$ cat config.mk
export PLATFORM = sky130hd
export DESIGN_NAME = outer1bits_walker_flat
export DESIGN_NICKNAME = d
export VERILOG_FILES = /design/src/rtl/outer1bits_walker_pkg.sv /design/src/rtl/outer1bits_walker_if.sv /design/src/rtl/outer1bits_walker_onehot2idx.sv /design/src/rtl/outer1bits_walker.sv /design/src/flat_wrapper.sv
export SDC_FILE = /design/constraint.sdc
export NUM_CORES = 1
export LEC_CHECK = 0
export ABC_AREA = 0
export CAP_MARGIN = 20
export CORE_UTILIZATION = 47
export DETAILED_ROUTE_END_ITERATION = 16
export GPL_TIMING_DRIVEN = 0
export PLACE_DENSITY = 0.84
export SETUP_SLACK_MARGIN = 0.3
export SYNTH_ARGS = -nofsm -noshare
export SYNTH_HDL_FRONTEND = slang
export SYNTH_HIERARCHICAL = 1
export SYNTH_SLANG_ARGS = --single-unit
export TNS_END_PERCENT = 20
$ cat constraint.sdc
create_clock -name clk_i -period 2.6 [get_ports clk_i]
set_input_delay 0.39 -clock clk_i [delete_from_list [all_inputs] [get_ports clk_i]]
set_output_delay 0.39 -clock clk_i [all_outputs]
set_load 0.03 [all_outputs]
$ cat src/rtl/outer1bits_walker_pkg.sv
// outer1bits_walker_pkg: shared width default, FSM states and span-mask helper for the walker.
package outer1bits_pkg;
  localparam int WIDTH_DEF = 4;
  typedef enum logic {IDLE, RUN} state_t;
  function automatic logic [63:0] span_mask(input int hi, input int lo);
    logic [63:0] m;
    for (int i = 0; i < 64; i++) m[i] = (i >= lo) && (i <= hi);
    return m;
  endfunction
endpackage

$ cat src/rtl/outer1bits_walker_if.sv
// outer1bits_walker_if: pair input stream, index output stream, mask and error for the walker.
interface outer1bits_walker_if #(
  parameter int WIDTH = outer1bits_pkg::WIDTH_DEF,
  localparam int IDX_W = $clog2(WIDTH)
);
  logic             data_val_i;
  logic [WIDTH-1:0] data_left_i;
  logic [WIDTH-1:0] data_right_i;
  logic             data_ready_o;
  logic             idx_val_o;
  logic [IDX_W-1:0] idx_o;
  logic             idx_last_o;
  logic             idx_ready_i;
  logic [WIDTH-1:0] mask_o;
  logic             err_o;
  modport master (
    output data_val_i, data_left_i, data_right_i, idx_ready_i,
    input  data_ready_o, idx_val_o, idx_o, idx_last_o, mask_o, err_o
  );
  modport slave (
    input  data_val_i, data_left_i, data_right_i, idx_ready_i,
    output data_ready_o, idx_val_o, idx_o, idx_last_o, mask_o, err_o
  );
endinterface

$ cat src/rtl/outer1bits_walker_onehot2idx.sv
// onehot2idx: priority encoder; HIGH_FIRST picks the highest set bit, otherwise the lowest.
module onehot2idx #(
  parameter int WIDTH = 4,
  parameter bit HIGH_FIRST = 1'b1,
  localparam int IDX_W = $clog2(WIDTH)
) (
  input  logic [WIDTH-1:0] vec,
  output logic [IDX_W-1:0] idx
);
  always_comb begin
    idx = '0;
    for (int i = 0; i < WIDTH; i++)
      if (vec[HIGH_FIRST ? i : WIDTH-1-i]) idx = IDX_W'(HIGH_FIRST ? i : WIDTH-1-i);
  end
endmodule

$ cat src/rtl/outer1bits_walker.sv
// outer1bits_walker: streams every bit index in [right, left] of an outer-ones pair, one per cycle.
// Define OUTER1BITS_WALKER_CHECK_EN to reject illegal pairs with an err_o pulse.
module outer1bits_walker
  import outer1bits_pkg::*;
#(
  parameter int WIDTH = WIDTH_DEF,
  localparam int IDX_W = $clog2(WIDTH)
) (
  input logic clk_i,
  input logic srst_i,
  outer1bits_walker_if.slave bus
);
  logic [IDX_W-1:0] l_idx, r_idx, lo, hi, cur, hi_q;
  logic [WIDTH-1:0] mask;
  logic lz, rz, zero, skip, accept, ready, idx_val, idx_last;
  state_t state;
  onehot2idx #(.WIDTH(WIDTH), .HIGH_FIRST(1'b1)) u_left (.vec(bus.data_left_i), .idx(l_idx));
  onehot2idx #(.WIDTH(WIDTH), .HIGH_FIRST(1'b0)) u_right (.vec(bus.data_right_i), .idx(r_idx));
  assign lz = bus.data_left_i == '0;
  assign rz = bus.data_right_i == '0;
  assign zero = lz & rz;
  assign accept = bus.data_val_i & ready;
  // Half-zero or reversed pairs collapse to a single beat at the surviving index.
  assign lo = rz ? l_idx : r_idx;
  assign hi = (lz || rz || l_idx < r_idx) ? lo : l_idx;
`ifdef OUTER1BITS_WALKER_CHECK_EN
  logic ohl, ohr, bad, err;
  assign ohl = !lz && (bus.data_left_i & (bus.data_left_i - 1'b1)) == '0;
  assign ohr = !rz && (bus.data_right_i & (bus.data_right_i - 1'b1)) == '0;
  assign bad = !zero && !(ohl && ohr && l_idx >= r_idx);
  assign skip = zero | bad;
  always_ff @(posedge clk_i) err <= !srst_i && accept && bad;
  assign bus.err_o = err;
`else
  assign skip = zero;
  assign bus.err_o = 1'b0;
`endif
  always_ff @(posedge clk_i) begin
    if (srst_i) begin
      state <= IDLE;
      ready <= 1'b0;
      idx_val <= 1'b0;
      idx_last <= 1'b0;
      cur <= '0;
      hi_q <= '0;
      mask <= '0;
    end else if (state == IDLE) begin
      ready <= 1'b1;
      if (accept) begin
        mask <= skip ? '0 : WIDTH'(span_mask(int'(hi), int'(lo)));
        if (!skip) begin
          state <= RUN;
          ready <= 1'b0;
          idx_val <= 1'b1;
          cur <= lo;
          hi_q <= hi;
          idx_last <= lo == hi;
        end
      end
    end else if (bus.idx_ready_i) begin
      if (idx_last) begin
        state <= IDLE;
        ready <= 1'b1;
        idx_val <= 1'b0;
        idx_last <= 1'b0;
      end else begin
        cur <= cur + IDX_W'(1);
        idx_last <= cur + IDX_W'(1) == hi_q;
      end
    end
  end
  assign bus.data_ready_o = ready;
  assign bus.idx_val_o = idx_val;
  assign bus.idx_o = cur;
  assign bus.idx_last_o = idx_last;
  assign bus.mask_o = mask;
endmodule

$ cat src/flat_wrapper.sv
// flat-port wrapper written by rule: the top's interface ports become plain ports
module outer1bits_walker_flat import outer1bits_pkg::*;
#(
  parameter int WIDTH = WIDTH_DEF,
  localparam int IDX_W = $clog2(WIDTH)
)
  (clk_i, srst_i, bus_data_val_i, bus_data_left_i, bus_data_right_i, bus_idx_ready_i, bus_data_ready_o, bus_idx_val_o, bus_idx_o, bus_idx_last_o, bus_mask_o, bus_err_o);
  outer1bits_walker_if #(.WIDTH(WIDTH)) bus_i ();
  input logic clk_i;
  input logic srst_i;
  input wire logic [$bits(bus_i.data_val_i)-1:0] bus_data_val_i;
  input wire logic [$bits(bus_i.data_left_i)-1:0] bus_data_left_i;
  input wire logic [$bits(bus_i.data_right_i)-1:0] bus_data_right_i;
  input wire logic [$bits(bus_i.idx_ready_i)-1:0] bus_idx_ready_i;
  output wire logic [$bits(bus_i.data_ready_o)-1:0] bus_data_ready_o;
  output wire logic [$bits(bus_i.idx_val_o)-1:0] bus_idx_val_o;
  output wire logic [$bits(bus_i.idx_o)-1:0] bus_idx_o;
  output wire logic [$bits(bus_i.idx_last_o)-1:0] bus_idx_last_o;
  output wire logic [$bits(bus_i.mask_o)-1:0] bus_mask_o;
  output wire logic [$bits(bus_i.err_o)-1:0] bus_err_o;
  assign bus_i.data_val_i = bus_data_val_i;
  assign bus_i.data_left_i = bus_data_left_i;
  assign bus_i.data_right_i = bus_data_right_i;
  assign bus_i.idx_ready_i = bus_idx_ready_i;
  assign bus_data_ready_o = bus_i.data_ready_o;
  assign bus_idx_val_o = bus_i.idx_val_o;
  assign bus_idx_o = bus_i.idx_o;
  assign bus_idx_last_o = bus_i.idx_last_o;
  assign bus_mask_o = bus_i.mask_o;
  assign bus_err_o = bus_i.err_o;
  outer1bits_walker #(.WIDTH(WIDTH)) u_core (.clk_i(clk_i), .srst_i(srst_i), .bus(bus_i));
endmodule
==> summary.md, run 1 <==
| Metric | Value |
|---|---|
| Antenna violations before repair | `0` |
| Die width | `around 44 um` |
| Endpoints failing setup | `0` |
| Cell with the most instances after synthesis | `dfxtp_1` |
| Initial Utilization | `between 50% and 60%` |
| Ant diodes | `0` |
| H-tree lvl count | `1` |
| Die area | `slightly below 0.002 mm^2` |
| Routed Wire Length | `1724 um` |
| Reg-to-reg startpoint | `u_core/state` |
| # rows | `14` |
| Via/cell ratio | `about 5.7` |
| Bufs on Longest Clock Path | `2` |
| DR WL/cell | `about 12 um` |
| Switching part of the total power | `around a third` |
| Cells along the critical path | `clkdlybuf4s50_1, or2_4, ha_1, a21o_1, a2111oi_4, o22ai_1, a21oi_1` |
| Core Box Area | `0.001577 mm^2` |
| GPL Wtd Cong | `roughly 0.87` |
| Die Ht | `about 44 um` |
| CTS Buf Count | `3` |
| Max_slew headroom | `around two thirds` |
| Max-cap viol count | `0` |
| Crit-path max cell delay | `approximately 0.43 ns` |
| Largest cells by area after synthesis | `dfxtp_1, a21oi_1, nand2_1` |
| Cell Int Power | `about 320 uW` |
| Fillers | `about 140` |
| Pleak | `0.0004042 uW` |
| Mapped Area | `around 840 um^2` |
| Seq cells post-synth | `12` |
| Total Routing Usage GR | `between 20% and 30%` |
| Register area | `between 200 and 250 um^2` |
| Post-Syn Area per Cell | `8.442 um^2` |
| Dpl cells | `roughly 140` |
| Largest net degree at the start of global routing | `11` |
| WS Path Type | `input pin to flip-flop` |
| Nets | `about 140` |
| Overflow after GRT | `0` |
| Multi-input gate area | `roughly 560 um^2` |
| Total number of vias | `around 800` |
| Vias in the first global route | `around 710` |
| Status | `completed` |
| # IOs | `22` |
| Synthesis Warnings | `6` |
| CP Launch Type | `input pin` |
| HP Start | `u_core/bus.mask_o[2]` |
| Area leader, netlist | `dfxtp_1` |
| HP Class | `flip-flop to flip-flop` |
| Clk network pwr share | `between 20% and 30%` |
| DP HPWL | `1331 um` |
| Post-synth EDFFs | `0` |
| FMAX | `~0.46 GHz` |
| Post-Route Utilization | `a little over two thirds` |
| Final Slew Violations | `0` |
| Ys async rst share | `0%` |
| Clock sink count | `12` |
| Area Growth Syn to Fin | `31.89%` |
| Critical path startpoint | `bus_data_left_i[2]` |
| Net Count, Synth | `between 100 and 150` |
| Min setup slack post-route | `between 0.4 and 0.5 ns` |
| Share of layout cells above drive strength 1 | `around 16%` |
| DRC viols | `0` |
| Clock Pin Slew Worst Setup and Hold Paths | `~0.06 ns` |
| Fin Hold WS | `between 0.4 and 0.5 ns` |
| Logic pwr share | `between 30% and 40%` |
| Max VDD drop | `between 300 and 400 uV` |
| Final hold vios | `0` |
| Tmin final | `between 2 and 2.5 ns` |
| TritonCTS clock tree | `built` |
| Crit. End Element | `flip-flop` |
| Top-area cell type share of the netlist area | `around 29%` |
| Netlist cell types | `39` |
| Sequential power share | `43.6%` |
| Worst-Skew Late Latency | `approximately 0.27 ns` |
| Share of the yosys chip area belonging to registers | `about 29%` |
| Switching pwr | `~160 uW` |
| Slew @ Worst Pin | `a little over 0.5 ns` |
| Top cells by count, synth | `dfxtp_1, nand2_1, a21oi_1, inv_1` |
| Starting DRT DRC Count | `16` |
| Root Driver | `clkbuf_4` |
| Power per cell area | `~430 mW/mm^2` |
| Slowest cell on crit path | `clkdlybuf4s50_1` |
| Final Cycle Share | `between 80% and 90%` |
| 1st-pass router iterations | `6` |
| First-pass GRT wire length | `~3000 um` |
| Worst EP arrival | `2.36 ns` |
| # port buffers | `20` |
| Main synth FF type | `dfxtp_1` |
| Post-DRT Antenna Nets | `0` |
| CP max FO | `6` |
| Req. time, crit path | `~2.8 ns` |
| Flop-to-flop setup slack | `~1.1 ns` |
| Clk_skew | `approximately 0.00044 ns` |
| Hold buffers post-CTS | `0` |
| Post-Place Worst Slack | `-0.3918 ns` |
| RSZ-0062 raised after global routing | `false` |
| Synth Instances | `99` |
| Non-Filler Instances | `139` |
==> final timing paths <==
path / cells after the start / end
worst max-delay path: 7 / u_core/bus.mask_o[2]
worst min-delay path: 2 / u_core/bus.mask_o[2]
worst max register to register: 5 / u_core/bus.idx_o[0]
worst min register to register: 2 / u_core/bus.mask_o[2]
==> what timing repair did <==
action / 4_1_cts / 5_1_grt
resized for setup: 4 / 3
setup buffers: 1 / 0
pin swaps: 1 / 0
endpoints found under the setup margin: 6 / 2
==> routing by layer <==
metal | up-vias | part of all wire [%] | GRT usage, %
met2 | 22 | 45 | 33.24
met4 | 0 | 0.35 | 3.636
li1 | 412 | - | -
met1 | 361 | 49 | 27.27
met3 | 2 | 5.2 | 7.347
met5 | - | 0 | 0
==> placed cells by master, fill, tap and decap left out, types with 3 or more instances in the layout <==
master and n:
nand2_1 11, nand2b_1 4, clkdlybuf4s50_1 16, nor2_1 4, nand3_1 3, a21oi_1 10
inv_1 5, clkbuf_4 3, dfxtp_1 12, o21ai_0 3, nand3b_1 4, o22ai_1 3
==> flip-flops by register name, summed over array words and instances (netlist names) <==
signal and count:
u_core/bus.data_ready_o 1, u_core/bus.idx_last_o 1, u_core/hi_q 2, u_core/bus.mask_o 4, u_core/bus.idx_val_o 1, u_core/bus.idx_o 2
u_core/state 1
==> worst max-delay path: cells and delay by family <==
kind / cells / cell delay (ns)
AO/OA/AOI/OAI: 4 / 0.91
buffers and inverters: 1 / 0.43
adder cells (fa/ha/maj): 1 / 0.32
AND/OR/NAND/NOR: 1 / 0.30
==> power by group through the flow <==
stage / Combinational (uW) / Clock, uW / Sequential, uW
finish: 162 / 108 / 209
global route: 176 / 121 / 210
CTS: 161 / 114 / 209
detailed placement: 158 / 0 / 213
global placement: 155 / 0 / 213
floorplan: 81.5 / 0 / 232
==> kinds of logic after synthesis <==
logic type               synth area share, %
buffers and inverters                  5.390
adder cells (fa/ha/maj)                1.497
flip-flops                             28.74
XOR/XNOR                               2.096
AO/OA/AOI/OAI                          29.79
multiplexers                           2.395
other                                 0.4487
AND/OR/NAND/NOR                        29.64
==> final cells by class <==
cell class	instances	share of cell area, %
clock buffers	3	2.043
multi-input cells	78	51.19
flip-flops and latches	12	21.79
inverters	5	1.703
repair buffers	21	19.07
well taps	16	1.816
plain buffers	4	2.384
==> per-stage QoR <==
stage,TNS (ns),power [uW],cell area (um^2)
global route,0,507.8,1102
global placement,-1.352,367.5,1056
CTS,0,483.9,1095
finish,0,478.8,1102
floorplan,0,313.6,835.8
detailed placement,-1.784,371.1,1056
Power figures use the tool's default switching activity.
==> inputs of run 2 (changes only) <==
clock period = 2.05 ns   (was 2.6 ns; I/O delays follow)
==> run 2 against run 1 <==
Compared with the run above: non-clock buffer count rose by 9; core utilization up 6.3 points; register-to-register slack worse by 0.55 ns; clock power up 73%; hold slack better by 0.0072 ns; global-route usage up 3.2 points; first-iteration DRC count rose by 120%; critical endpoint is now u_core/hi_q[1]; largest power group unchanged.
==> summary.md, run 2 (synthesis gave the netlist of run 1 again) <==
| Metric | Value |
|---|---|
| Status | `completed` |
| H-tree lvl count | `1` |
| Commonest non-fill, non-tap cell in the layout | `dfxtp_1` |
| Die Ht | `about 44 um` |
| Total number of vias | `about 900` |
| Vias in the first global route | `766` |
| Final instance area | `around 0.0012 mm^2` |
| Fillers | `between 100 and 150` |
| Crit. End Element | `flip-flop` |
| Core Box Area | `between 0.0015 and 0.002 mm^2` |
| Root Driver | `clkbuf_4` |
| Tmin final | `~1.8 ns` |
| Total Routing Usage GR | `a little under a quarter` |
| DP HPWL | `about 1400 um` |
| Share of layout cells above drive strength 1 | `between 20 and 30%` |
| TritonCTS clock tree | `built` |
| Bufs on Longest Clock Path | `2` |
| # port buffers | `20` |
| Placed cell area | `between 0.001 and 0.0015 mm^2` |
| Pleak | `approximately 0.00047 uW` |
| Die area | `a little under 0.002 mm^2` |
| DRC viols | `0` |
| Slew @ Worst Pin | `roughly 0.53 ns` |
| Antenna violations before repair | `0` |
| Via/cell ratio | `6.067` |
| Max FFs per register | `4` |
| Post-DRT Antenna Nets | `0` |
| Clock Pin Slew Worst Setup and Hold Paths | `about 0.080 ns` |
| Ant diodes | `0` |
| Final Cycle Share | `approximately 86%` |
| Final hold vios | `0` |
| # IOs | `22` |
| Final Slew Violations | `0` |
| 1st-pass router iterations | `6` |
| CTS Buf Count | `3` |
| GPL Wtd Cong | `about 0.86` |
| # rows | `14` |
| Area Growth Syn to Fin | `43.86%` |
| Starting DRT DRC Count | `35` |
| Leading cell types in the layout, fill and taps excluded | `dfxtp_1, clkdlybuf4s50_1, nand2_1, buf_4, a21oi_1` |
| RSZ-0062 raised after global routing | `true` |
| DR WL/cell | `around 16 um` |
| Routed Wire Length | `2375 um` |
| First-pass GRT wire length | `around 3400 um` |
| Max VDD drop | `around 550 uV` |
| CP max FO | `4` |
| Post-Route Utilization | `between 70% and 80%` |
| Die width | `between 40 and 50 um` |
| Max_slew headroom | `roughly 65%` |
| Worst-Skew Late Latency | `between 0.2 and 0.3 ns` |
| CP Launch Type | `input pin` |
| Nets | `approximately 150` |
| Worst EP arrival | `approximately 2.0 ns` |
| Initial Utilization | `53.02%` |
| Min setup slack post-route | `between 0.2 and 0.3 ns` |
| Max-cap viol count | `0` |
| Clk_skew | `about 0.010 ns` |
| FMAX | `about 0.57 GHz` |
| Largest net degree at the start of global routing | `11` |
| Endpoints failing setup | `0` |
| HP Class | `flip-flop to flip-flop` |
| WS Path Type | `input pin to flip-flop` |
| Clock sink count | `12` |
| Req. time, crit path | `~2.3 ns` |
| Post-Place Worst Slack | `-0.4812 ns` |
| Setup TNS Final | `0 ns` |
| Power per cell area | `between 500 and 600 mW/mm^2` |
| Overflow after GRT | `0` |
==> run 2: cell count changes in the layout (fill, tap and decap cells not counted), moves of 2 or more <==
cell / delta
clkdlybuf4s15_1: +2
buf_2: +3
clkdlybuf4s50_1: -5
buf_4: +9
==> run 2: repair_timing <==
item	CTS	global route
setup endpoints to repair	10	7
buffers inserted	6	4
pin swaps	12	6
hold buffers	0	0
gates resized for setup	22	4
==> run 2: where the power goes <==
part,internal [uW],switching (uW),leakage (uW)
sequential,251,14.9,0.0000983
combinational,108,130,0.000350
clock,108,79.4,0.0000210
==> run 2: area by class of cell <==
class	count	area (um^2)	area share [%]
plain buffers	4	30.03	2.497
clock buffers	4	36.28	3.018
inverters	5	18.77	1.561
multi-input cells	78	591.8	49.22
flip-flops and latches	12	240.2	19.98
well taps	16	20.02	1.665
repair buffers	30	265.3	22.06
==> run 2: worst paths after layout <==
check	start	endpoint	slack, ns	depth (start not counted)
max	bus_data_left_i[3]	u_core/hi_q[1]	0.29	8
min	u_core/bus.idx_val_o	u_core/bus.idx_val_o	0.46	2
max reg2reg	u_core/state	u_core/bus.idx_last_o	0.53	5
min reg2reg	u_core/bus.idx_val_o	u_core/bus.idx_val_o	0.46	2
==> run 2: stage by stage <==
step | hold WS, ns | power [uW] | instances
finish | 0.4566 | 691.1 | 149
global route | 0.4967 | 723.4 | 149
CTS | 0.4583 | 672.5 | 145
detailed placement | 0.4483 | 475.7 | 135
global placement | 0.4440 | 470.4 | 135
floorplan | 0.3796 | 400.4 | 99
==> run 2: routing by layer <==
metal / GRT usage (%) / wire length, um / vias to the layer above
met5: 0 / 0 / -
met4: 4.848 / 44 / 0
met3: 6.531 / 110 / 7
met2: 39.41 / 1232 / 32
met1: 31.41 / 987 / 432
li1: - / - / 433
==> run 2: critical path, cell delays in order <==
cell and delay [ns]:
clkdlybuf4s15_1 0.20, or2_4 0.27, ha_4 0.25, a21o_4 0.23, a2111oi_4 0.39, buf_4 0.19, a211oi_1 0.05, nor2_1 0.09
==> inputs of run 3 (changes only) <==
clock period = 1.89 ns   (was 2.05 ns; I/O delays follow)
==> run 3 against run 2 <==
Compared with the run above: clock power is 7% higher; core utilization decreased by 0.24 points; total power rose by 6.6%; flip-flop and latch count did not move.
==> summary.md, run 3 (synthesis gave the netlist of run 1 again) <==
| Metric | Value |
|---|---|
| Crit. End Element | `output port` |
| Max-cap viol count | `0` |
| Logic pwr share | `between 30% and 40%` |
| Sequential power share | `a little under 40%` |
| Hold buffers post-CTS | `0` |
| Tmin final | `about 1.6 ns` |
| Cell Int Power | `~500 uW` |
| Multi-input gate area | `just over 600 um^2` |
| Routed Wire Length | `1978 um` |
| Commonest non-fill, non-tap cell in the layout | `dfxtp_1` |
| # IOs | `22` |
| Pleak | `0.0004600 uW` |
| Max_slew headroom | `64.91%` |
| Starting DRT DRC Count | `11` |
| DP HPWL | `approximately 1400 um` |
| DR WL/cell | `approximately 14 um` |
| Setup TNS Final | `0 ns` |
| H-tree lvl count | `1` |
| Cells along the critical path | `clkdlybuf4s50_1` |
| Leading cell types in the layout, fill and taps excluded | `dfxtp_1, nand2_1, clkdlybuf4s50_1, a21oi_1, buf_4` |
| TritonCTS clock tree | `built` |
| Antenna violations before repair | `0` |
| HP Class | `flip-flop to flip-flop` |
| Worst path buffer plus inverter count | `1` |
| Share of layout cells above drive strength 1 | `between 20 and 30%` |
| Clk_skew | `~0.0065 ns` |
| Worst setup path endpoint | `bus_idx_o[1]` |
| CTS Buf Count | `3` |
| Worst r2r path cells | `5` |
| Reg-to-reg startpoint | `u_core/state` |
| Largest net degree at the start of global routing | `11` |
| Total Routing Usage GR | `a little under a quarter` |
| Final hold vios | `0` |
| Fin Hold WS | `between 0.4 and 0.5 ns` |
| Post-DRT Antenna Nets | `0` |
| FMAX | `between 0.6 and 0.7 GHz` |
| Switching pwr | `between 200 and 250 uW` |
| Register area | `240.2 um^2` |
| Core Box Area | `around 0.0016 mm^2` |
| Slew @ Worst Pin | `around 0.52 ns` |
| # port buffers | `20` |
| Worst-Skew Late Latency | `between 0.2 and 0.3 ns` |
| R2r endpoint | `u_core/bus.idx_o[0]` |
| Vias in the first global route | `764` |
| Bufs on Longest Clock Path | `2` |
| Worst path depth | `1` |
| Max VDD drop | `roughly 560 uV` |
| Die area | `0.001951 mm^2` |
| RSZ-0062 raised after global routing | `true` |
| Final Slew Violations | `0` |
| Max FFs per register | `4` |
| Die width | `44.17 um` |
| 1st-pass router iterations | `6` |
| First-pass GRT wire length | `between 3000 and 4000 um` |
| Clock sink count | `12` |
| Clock Pin Slew Worst Setup and Hold Paths | `roughly 0.08 ns` |
| # rows | `14` |
| Via/cell ratio | `5.795` |
| CP Launch Type | `flip-flop` |
| Crit-path max cell delay | `0.69 ns` |
| Root Driver | `clkbuf_4` |
| Initial Utilization | `53.02%` |
| CP max FO | `4` |
| Req. time, crit path | `between 1.5 and 2 ns` |
| Slowest cell on crit path | `clkdlybuf4s50_1` |
| GPL Wtd Cong | `about 0.84` |
| Total number of vias | `around 850` |
| DRC viols | `0` |
| Nets | `roughly 140` |
| Critical path startpoint | `u_core/bus.idx_o[1]` |
| Overflow after GRT | `0` |
| WS Path Type | `flip-flop to output port` |
| Final Cycle Share | `a little under nine tenths` |
| Worst EP arrival | `1.34 ns` |
| Fillers | `123` |
| Switching part of the total power | `a little under a third` |
| Flop-to-flop setup slack | `0.38 ns` |
| Endpoints failing setup | `0` |
| Power per cell area | `approximately 610 mW/mm^2` |
| Clk network pwr share | `a little over a quarter` |
| Status | `completed` |
| Die Ht | `approximately 44 um` |
| CP top delay family | `buffers and inverters` |
| Area Growth Syn to Fin | `43.41%` |
| Ant diodes | `0` |
run 3: cell types whose count changed in the layout (fill, tap and decap cells not counted), sizes merged:
| cell | before | now |
|---|---|---|
| clkdlybuf4s15 | 3 | 2 |
| dlymetal6s2s | 2 | 1 |
| clkdlybuf4s50 | 11 | 10 |
run 3: worst min path at each step:
stage / start / endpoint / slack, ns / cells past startpoint
final: u_core/bus.idx_val_o / u_core/bus.idx_val_o / 0.46 / 2
after global routing: u_core/bus.idx_val_o / u_core/bus.idx_val_o / 0.48 / 2
after CTS: u_core/bus.mask_o[3] / u_core/bus.mask_o[3] / 0.46 / 2
after detailed placement: u_core/bus.idx_val_o / u_core/bus.idx_val_o / 0.45 / 2
after global placement: u_core/bus.idx_val_o / u_core/bus.idx_val_o / 0.44 / 2
after floorplan: srst_i / u_core/bus.idx_last_o / 0.36 / 1
run 3: final cells by class:
| class | instances | area share (%) |
|---|---|---|
| multi-input cells | 78 | 50.63 |
| repair buffers | 27 | 20.88 |
| flip-flops and latches | 12 | 20.04 |
| clock buffers | 4 | 3.027 |
| plain buffers | 4 | 2.192 |
| well taps | 16 | 1.670 |
| inverters | 5 | 1.566 |
run 3: repair_timing:
action                     in CTS  in global routing
pin swaps                      11                  1
resized for setup              43                  1
setup endpoints to repair      16                 14
buffers inserted                7                  0
run 3: stage by stage:
stage | instance area [um^2] | worst slack (ns) | instances | utilization [%] | total power, uW
after global placement | 1082 | -0.5402 | 135 | 68.65 | 513.4
after detailed placement | 1082 | -0.5582 | 135 | 68.65 | 517.8
after global routing | 1199 | 0.1807 | 146 | 76.03 | 780.8
after floorplan | 862.1 | 0.1956 | 99 | - | 436.9
after CTS | 1196 | 0.2129 | 146 | 75.87 | 741.5
final | 1199 | 0.2631 | 146 | 76.03 | 737.0
run 3: routing by layer:
metal  global-route usage (%)  wire length [um]  up-vias
met3                    7.755               111        8
met1                    30.15               925      383
met2                    37.65               918       31
met4                    5.455                23        0
met5                        0                 0        -
li1                         -                 -      424
run 3: power groups by stage:
stage	Sequential, uW	Combinational (uW)	Clock (uW)
after floorplan	319	118	0
after CTS	288	244	210
after detailed placement	294	224	0
after global placement	293	221	0
final	288	248	201
after global routing	291	268	222
run 3: tightest hold or removal path, cell delays in order (launching register included):
cell and delay (ns):
dfxtp_1 0.31, nand2_1 0.05, a21oi_1 0.05
